## src/rtl/wb_pkg.sv

```systemverilog
// Shared types and defaults for the writeback arbiter and its ALU result FIFO.
package wb_pkg;

    localparam int unsigned WB_AWIDTH_DEFAULT     = 3;
    localparam int unsigned WB_DWIDTH_DEFAULT     = 8;
    localparam int unsigned WB_FIFO_DEPTH_DEFAULT = 4;

    typedef struct packed {
        logic [WB_AWIDTH_DEFAULT-1:0] rd;
        logic [WB_DWIDTH_DEFAULT-1:0] data;
    } wb_entry_t;

endpackage

```

## src/rtl/wb_fifo.sv

```systemverilog
// In-order synchronous FIFO buffering ALU writeback results.
module wb_fifo
    import wb_pkg::*;
#(
    parameter int unsigned WIDTH = $bits(wb_entry_t),
    parameter int unsigned DEPTH = WB_FIFO_DEPTH_DEFAULT,
    parameter int unsigned CW    = $clog2(DEPTH) + 1
) (
    input  logic             clk,
    input  logic             rst_n,
    input  logic             i_push,
    input  logic             i_pop,
    input  logic [WIDTH-1:0] i_wdata,
    output logic [WIDTH-1:0] o_rdata,
    output logic             o_full,
    output logic             o_empty,
    output logic [CW-1:0]    o_count
);

    localparam int unsigned PW = $clog2(DEPTH);

    logic [WIDTH-1:0] r_mem [DEPTH];
    logic [PW-1:0]    r_wptr;
    logic [PW-1:0]    r_rptr;
    logic [CW-1:0]    r_count;
    logic [CW-1:0]    w_count_nxt;

    // Pointers wrap naturally because DEPTH is a power of two.
    always_ff @(posedge clk or negedge rst_n) begin
        if (!rst_n) begin
            r_wptr  <= '0;
            r_rptr  <= '0;
            r_count <= '0;
        end else begin
            if (i_push) r_wptr <= r_wptr + 1'b1;
            if (i_pop)  r_rptr <= r_rptr + 1'b1;
            r_count <= w_count_nxt;
        end
    end

    always_ff @(posedge clk) begin
        if (i_push) r_mem[r_wptr] <= i_wdata;
    end

    always_comb begin
        w_count_nxt = r_count;
        if (i_push && !i_pop) w_count_nxt = r_count + 1'b1;
        if (i_pop && !i_push) w_count_nxt = r_count - 1'b1;
    end

    assign o_rdata = r_mem[r_rptr];
    assign o_full  = (r_count == CW'(DEPTH));
    assign o_empty = (r_count == '0);
    assign o_count = r_count;

endmodule

```

## src/rtl/wb_arbiter.sv

```systemverilog
// Writeback arbiter: LSU results take priority, ALU results queue in a FIFO.
// Define WB_BYPASS_EN to add register-read forwarding ports around the write port.
module wb_arbiter
    import wb_pkg::*;
#(
    parameter int unsigned AWIDTH     = WB_AWIDTH_DEFAULT,
    parameter int unsigned DWIDTH     = WB_DWIDTH_DEFAULT,
    parameter int unsigned FIFO_DEPTH = WB_FIFO_DEPTH_DEFAULT
) (
    input  logic              clk,
    input  logic              rst_n,
    input  logic              alu_valid,
    output logic              alu_ready,
    input  logic [AWIDTH-1:0] alu_rd,
    input  logic [DWIDTH-1:0] alu_result,
    input  logic              lsu_valid,
    input  logic [AWIDTH-1:0] lsu_rd,
    input  logic [DWIDTH-1:0] lsu_data,
    output logic [DWIDTH-1:0] wdata,
    output logic [AWIDTH-1:0] waddr,
    output logic              wen,
    output logic              idle
`ifdef WB_BYPASS_EN
    ,
    input  logic [AWIDTH-1:0] raddr1,
    input  logic [AWIDTH-1:0] raddr2,
    input  logic [DWIDTH-1:0] rf_rdata1,
    input  logic [DWIDTH-1:0] rf_rdata2,
    output logic [DWIDTH-1:0] fwd_rdata1,
    output logic [DWIDTH-1:0] fwd_rdata2
`endif
);

    localparam int unsigned EW = AWIDTH + DWIDTH;
    localparam int unsigned CW = $clog2(FIFO_DEPTH) + 1;

    logic              r_wen;
    logic [AWIDTH-1:0] r_waddr;
    logic [DWIDTH-1:0] r_wdata;
    logic              w_wen_nxt;
    logic [AWIDTH-1:0] w_waddr_nxt;
    logic [DWIDTH-1:0] w_wdata_nxt;

    logic              w_push;
    logic              w_pop;
    logic [EW-1:0]     w_head;
    logic              w_full;
    logic              w_empty;
    logic [CW-1:0]     w_count;
    logic              w_lsu_win;
    logic              w_alu_acc;
    logic              w_bypass;

    wb_fifo #(
        .WIDTH (EW),
        .DEPTH (FIFO_DEPTH),
        .CW    (CW)
    ) u_alu_fifo (
        .clk     (clk),
        .rst_n   (rst_n),
        .i_push  (w_push),
        .i_pop   (w_pop),
        .i_wdata ({alu_rd, alu_result}),
        .o_rdata (w_head),
        .o_full  (w_full),
        .o_empty (w_empty),
        .o_count (w_count)
    );

    // x0 writes are accepted (ready still applies) but never reach the FIFO or the port.
    assign alu_ready = !w_full;
    assign w_alu_acc = alu_valid && alu_ready && (alu_rd != '0);
    assign w_lsu_win = lsu_valid && (lsu_rd != '0);
    assign w_pop     = !w_lsu_win && !w_empty;
    assign w_bypass  = !w_lsu_win && w_empty && w_alu_acc;
    assign w_push    = w_alu_acc && !w_bypass;

    always_comb begin
        w_wen_nxt   = 1'b0;
        w_waddr_nxt = r_waddr;
        w_wdata_nxt = r_wdata;
        if (w_lsu_win) begin
            w_wen_nxt   = 1'b1;
            w_waddr_nxt = lsu_rd;
            w_wdata_nxt = lsu_data;
        end else if (!w_empty) begin
            w_wen_nxt   = 1'b1;
            w_waddr_nxt = w_head[EW-1:DWIDTH];
            w_wdata_nxt = w_head[DWIDTH-1:0];
        end else if (w_bypass) begin
            w_wen_nxt   = 1'b1;
            w_waddr_nxt = alu_rd;
            w_wdata_nxt = alu_result;
        end
    end

    always_ff @(posedge clk or negedge rst_n) begin
        if (!rst_n) begin
            r_wen   <= 1'b0;
            r_waddr <= '0;
            r_wdata <= '0;
        end else begin
            r_wen   <= w_wen_nxt;
            r_waddr <= w_waddr_nxt;
            r_wdata <= w_wdata_nxt;
        end
    end

    assign wen   = r_wen;
    assign waddr = r_waddr;
    assign wdata = r_wdata;
    assign idle  = (w_count == '0) && !r_wen;

`ifdef WB_BYPASS_EN
    // Hides the register bank's write-then-read hazard on the same edge.
    assign fwd_rdata1 = (r_wen && (r_waddr == raddr1) && (raddr1 != '0)) ? r_wdata : rf_rdata1;
    assign fwd_rdata2 = (r_wen && (r_waddr == raddr2) && (raddr2 != '0)) ? r_wdata : rf_rdata2;
`endif

endmodule

```

## config.mk

```make
export PLATFORM = sky130hd
export DESIGN_NAME = wb_arbiter
export DESIGN_NICKNAME = d
export VERILOG_FILES = /design/src/rtl/wb_pkg.sv /design/src/rtl/wb_fifo.sv /design/src/rtl/wb_arbiter.sv
export SDC_FILE = /design/constraint.sdc
export NUM_CORES = 1
export LEC_CHECK = 0
export CAP_MARGIN = 0
export CORE_MARGIN = 2
export CORE_UTILIZATION = 30
export CTS_BUF_LIST = sky130_fd_sc_hd__clkbuf_16
export DETAILED_ROUTE_END_ITERATION = 8
export HOLD_SLACK_MARGIN = 0.15
export PLACE_DENSITY_LB_ADDON = 0.08
export SLEW_MARGIN = 15
export SYNTH_ARGS = -nofsm -noshare
export SYNTH_HDL_FRONTEND = slang
export SYNTH_SLANG_ARGS = --single-unit
export TNS_END_PERCENT = 50
```

## constraint.sdc

```tcl
create_clock -name clk -period 2.4 [get_ports clk]
set_input_delay 0.48 -clock clk [delete_from_list [all_inputs] [get_ports clk]]
set_output_delay 0.48 -clock clk [all_outputs]
set_load 0.01 [all_outputs]
```

# Yosys cells after proc, flatten, opt, wreduce, memory -nomap -nowiden
# Memories as Yosys holds them, arrays and structs flattened.
# Cells that the tools add are included.
dict set report word_totals {
  ff_bits 19
  ram_bits 44
  inputBits 26
  output_inout_bits 14
  wordCells 47
  memories 1
}
# name depth word_bits rd rd_clocked_by_memory_dff wr line
set mem_list {}
lappend mem_list {u_alu_fifo.r_mem 4 11 1 0 1 wb_fifo.sv:22} ;# logic [WIDTH-1:0] r_mem [DEPTH];
dict set report op_classes {
  n_addsub 4
  n_eq_ne 2
  mux 13
  reduce_logical 21
}
# operator count
set ops {}
lappend ops {{8-bit two-way mux} 3}
lappend ops {{3-bit two-way mux} 5}
lappend ops {{1-bit logical AND} 10}
lappend ops {{1-bit zero test} 7}
lappend ops {{3-bit nonzero test} 2}
lappend ops {{1-bit two-way mux} 5}
lappend ops {{2-bit by 1-bit adder with 2-bit output (second input constant)} 2}
lappend ops {{3-bit by 1-bit adder with 3-bit output (second input constant)} 1}
lappend ops {{3-bit equality test (second input constant)} 1}
lappend ops {{3-bit zero test} 1}
lappend ops {{3-bit by 1-bit != test with 1-bit output (second input constant)} 1}
lappend ops {{3-bit by 1-bit subtractor with 3-bit output (second input constant)} 1}
lappend ops {{2-bit nonzero test} 1}

# Depth between registers and ports, before layout
dict set report depth {
  ltp_word 10
  mapped_depth 9
}

# Hierarchy
# A second synthesis with hierarchy kept.
dict set report unflattened {
  cells_unflattened 175
  area_unflattened_um2 2756.4
}
# module n_inst cells_each area_per_inst_um2 seq_area_each_um2
set modules_own_cells {}
lappend modules_own_cells {wb_fifo 1 94 1990.7 1496.4}
lappend modules_own_cells {wb_arbiter 1 81 765.7 300.3}

# Least setup slack after synthesis
# Ideal clock, no wire load.
dict set report synth_path {
  path_kind {input to register}
  startpoint {in lsu_rd[0]}
  endpoint {reg u_alu_fifo.r_count[2] (netlist: u_alu_fifo.o_count[2])}
  setup_time_ns 0.080
  arrival_ns 2.082
  required_ns 2.320
  setup_slack_ns 0.238
  stages 9
  path_cell_list {o31ai_2 > a211oi_2 > inv_1 > ha_1 > inv_1 > fa_1 > xor2_1 > nor2_1 > xor2_1}
}
dict set report synth_via {
  elab_chain_len 10
  elab_cells_between_ends 14
}
# element line
set synth_rtl {}
lappend synth_rtl {{start: declaration} wb_arbiter.sv:17} ;# input logic [AWIDTH-1:0] lsu_rd,
lappend synth_rtl {{3-bit nonzero test (*)} wb_arbiter.sv:73} ;# assign w_lsu_win = lsu_valid && (lsu_rd != '0);
lappend synth_rtl {{1-bit logical AND (*)} wb_arbiter.sv:73}
lappend synth_rtl {{1-bit zero test (*)} {wb_arbiter.sv:74, wb_arbiter.sv:75}}
lappend synth_rtl {{1-bit logical AND (2 in a row)} wb_arbiter.sv:75} ;# assign w_bypass = !w_lsu_win && w_empty && w_alu_acc;
lappend synth_rtl {{1-bit zero test} wb_arbiter.sv:76} ;# assign w_push = w_alu_acc && !w_bypass;
lappend synth_rtl {{1-bit logical AND} wb_arbiter.sv:76}
lappend synth_rtl {{1-bit zero test} wb_fifo.sv:48} ;# if (i_pop && !i_push) w_count_nxt = r_count - 1'b1;
lappend synth_rtl {{1-bit logical AND} wb_fifo.sv:48}
lappend synth_rtl {{3-bit two-way mux or 2-bit nonzero test (tied branches)} n/a}
lappend synth_rtl {{end signal: assignment} wb_fifo.sv:37} ;# r_count <= w_count_nxt;
lappend synth_rtl {{end: declaration} wb_fifo.sv:25} ;# logic [CW-1:0] r_count;
# Mark *: on every way between the ends. The rest lies on a longest branch, timed or not.
# A chain may end at the register's enable or synchronous reset.

# Final worst setup path
dict set report layout_path {
  startpoint {reg u_alu_fifo.r_count[0] (netlist: u_alu_fifo.o_count[0])}
  endpoint {out idle}
}
dict set report layout_via {
  elab_chain_len 2
}
# element line
set layout_rtl {}
lappend layout_rtl {{3-bit zero test} wb_arbiter.sv:112} ;# assign idle = (w_count == '0) && !r_wen;
lappend layout_rtl {{1-bit logical AND} wb_arbiter.sv:112}
lappend layout_rtl {{end: declaration} wb_arbiter.sv:22} ;# output logic idle
# No other way between the ends.

==> results by group <==
Drt
  – 1st-pass router iterations: 4
  – Initial DRC count: about 130
  – Detail Route Antenna Nets: 0
  – Wirelength, routed: 6.20 mm
  – Vias/cell: 4.97
  – Vias: 1735
  – DRC Markers: 0
  – WL/cell: 17.8 um

Cells and area
  – Util after Layout: 41.1%
  – # nets final: approximately 270
  – Post-Layout Inst Area: 0.00374 mm2
  – Inserted Diodes: 0
  – Fill count: between 800 and 900
  – Share of cells above drive strength 1: 18.9%
  – Finished Layout Cells: between 300 and 400
  – Layout area overhead: 35.3%

STA
  – Crit path time final: 2.29 ns
  – Fmax: around 440 MHz
  – Setup Viol. Count Final: 0
  – Hold Vio Cnt, Final: 0
  – RSZ-0062 raised after global routing: no
  – Crit share post-route: ~95%
  – Final Skew: 0.00582 ns
  – Worst rel slew slack: around 61%
  – Final WS setup: 0.113 ns
  – Worst slew pin tran: ~0.59 ns
  – Max-slew violations: 0

Power and ir drop
  – Leakage: 1.38 nW
  – Power Density: between 1000 and 1500 mW/mm2
  – Peak supply drop: 0.418 mV
  – Pwr Total: 4.43 mW

Yosys
  – Most frequent cell after synthesis: edfxtp_1
  – Post-Syn Area: 0.00277 mm2
  – Synthesized Nets: 205
  – Post-Syn Area per Cell: 16.0 um2
  – Simple-gate portion of the synthesized area: 7.38%
  – Area share of the largest cell type after synthesis: 47.8%
  – Main combinational cell family by area after synthesis: multiplexers
  – Post-synth EDFFs: 44
  – Synth Flop Type: edfxtp_1
  – Post-Syn Instances: 173
  – Sequential-to-total area share from yosys stat: 65.0%
  – Xor/xnor share of the synthesized area: 1.90%
  – Synth Area in Adders: under 10%
  – Flops & latches, synth: 63
  – Largest area contributor in the netlist: edfxtp_1
  – Post-synthesis compound-gate area fraction: ~8.6%
  – Synth warn: 0
  – Largest cells by area after synthesis: edfxtp_1, dfrtp_1, mux4_1
  – Post-synth cell types: 29
  – Mux cell area share after synthesis: a little over a tenth
  – Async S/R FF share, synth: 30.2%
  – Top post-synthesis cells by count: edfxtp_1, dfrtp_1, inv_1

Setup path
  – Critical Path End Type: output pin
  – Cell count of the worst reg-to-reg path: 9
  – Slowest-stage cell, CP: clkdlybuf4s50_1
  – Crit Reg-Reg Startpoint: u_alu_fifo.o_count[0]$_DFFE_PN0P_
  – Critical path type: reg2out
  – Cell Chain, Critical Path: or3_1, nor2_1, clkdlybuf4s50_1
  – Reg2reg end: u_alu_fifo.o_count[2]$_DFFE_PN0P_
  – Worst path bufs/invs: 1
  – Critical path's top delay family: buffers and inverters
  – FF-to-FF setup slack: about 0.32 ns
  – Worst Path Required: roughly 1.9 ns
  – Worst Path Arrival: 1.81 ns
  – CP Max Fanout: 7
  – Slowest stage delay, CP: 0.54 ns
  – Setup crit start kind: flip-flop

GRT
  – Largest net degree at the start of global routing: 20
  – GR peak layer: met2
  – GR Layer Usage met2: 21.7%
  – Initial antenna violation count: 0
  – Total Routing Usage GR: roughly an eighth
  – GR Layer Usage met3: 2.99%
  – Met1 Resource Use GR: around 17%
  – First-pass GRT wire length: 9.64 mm
  – Vias in the first global route: 1806
  – Grt total ovfl: 0

Place
  – GPL Wtd Cong: between 0.7 and 0.8
  – Placed Area: 0.00344 mm2
  – Dpl cells: 333
  – Post-Place Worst Slack: -0.146 ns
  – Port Buf Inserts: 39
  – Hpwl dp: 4.44 mm

Clocking
  – Htree depth: 3
  – CTS tree: done
  – Clock Latency Late Sink: 0.33 ns
  – Post-CTS Setup Bufs: 0
  – TritonCTS Buffers: 9
  – Clock transition at path regs: 0.06 ns
  – TritonCTS Sinks: 63
  – Clk root buf: clkbuf_16
  – Clk buf depth: 2
  – Post-cts resize count: 0
  – Post-CTS Hold Fix Bufs: 0

Floorplan
  – Row count: 35
  – Chip height: 100 um
  – Initial Utilization: 30.4%
  – Top-Level Pins: 40
  – Core area: 0.00911 mm2
  – Die area: 0.0100 mm2
  – Die X: 100 um

Min path
  – Worst hold path type: in2async

Status
  – Outcome: finished clean

Flow run
  – Max-Cap Viols: 0
state kept, by name, summed over array words and instances, names as in the netlist:
signal / count
u_alu_fifo.o_count: 3
u_alu_fifo.r_wptr: 2
waddr: 3
u_alu_fifo.r_mem: 44
wen: 1
wdata: 8
u_alu_fifo.r_rptr: 2
area by class of cell:
cell class / count / area (um2) / share of cell area [%]
multi-input cells: 86 / 868 / 23.2
repair buffers: 58 / 583 / 15.6
inverters: 15 / 56.3 / 1.50
clock buffers: 9 / 225 / 6.02
clock inverters: 7 / 72.6 / 1.94
well taps: 111 / 139 / 3.71
flip-flops and latches: 63 / 1800 / 48.0
kinds of logic (layout without fill, tap and decap cells):
kind of cell | Yosys count | after routing
multiplexers | 13 | 13
XOR/XNOR | 6 | 6
AO/OA/AOI/OAI | 27 | 27
adder cells (fa/ha/maj) | 6 | 6
buffers and inverters | 24 | 89
flip-flops | 63 | 63
AND/OR/NAND/NOR | 34 | 34
through the flow:
step / hold slack (ns) / TNS, ns
finish: 0.497 / 0
global placement: 0.536 / -0.107
CTS: 0.499 / 0
global route: 0.526 / 0
floorplan: 0.184 / 0
detailed placement: 0.536 / -0.146
report_power, final:
group,switching (mW),internal [mW],total [mW]
Sequential,0.223,1.47,1.69
Combinational,0.669,0.795,1.46
Clock,0.471,0.804,1.28
Total,1.36,3.06,4.43
cell usage in the layout (no fill, tap or decap), types with 4 or more instances in the layout:
cell type         n
mux4_2            5
clkdlybuf4s50_1  39
ha_1              5
clkbuf_16         9
nand2_1          11
dfrtp_1          18
a22oi_1           8
o221ai_1         11
inv_1            15
mux4_1            6
nor4b_1           8
edfxtp_1         44
and2_1            4
buf_4            15
buf_12            4
worst max path at each step:
stage / slack [ns] / end / start / cells past startpoint
floorplan: 0.24 / u_alu_fifo.o_count[2]$_DFFE_PN0P_ / lsu_rd[0] / 9
global placement: -0.11 / u_alu_fifo.o_count[2]$_DFFE_PN0P_ / lsu_rd[0] / 10
CTS: 0.08 / idle / u_alu_fifo.o_count[0]$_DFFE_PN0P_ / 3
finish: 0.11 / idle / u_alu_fifo.o_count[0]$_DFFE_PN0P_ / 3
global route: 0.009 / u_alu_fifo.o_count[2]$_DFFE_PN0P_ / lsu_rd[0] / 10
detailed placement: -0.15 / u_alu_fifo.o_count[2]$_DFFE_PN0P_ / lsu_rd[0] / 10
layer usage:
metal | vias up | part of all wire, % | wire, um
met2 | 60 | 48 | 2960
met4 | 0 | 1.9 | 116
met1 | 859 | 44 | 2720
met5 | - | 0 | 0
met3 | 9 | 6.6 | 408
li1 | 807 | - | -
Note: power is estimated with default switching activity, not from simulation.
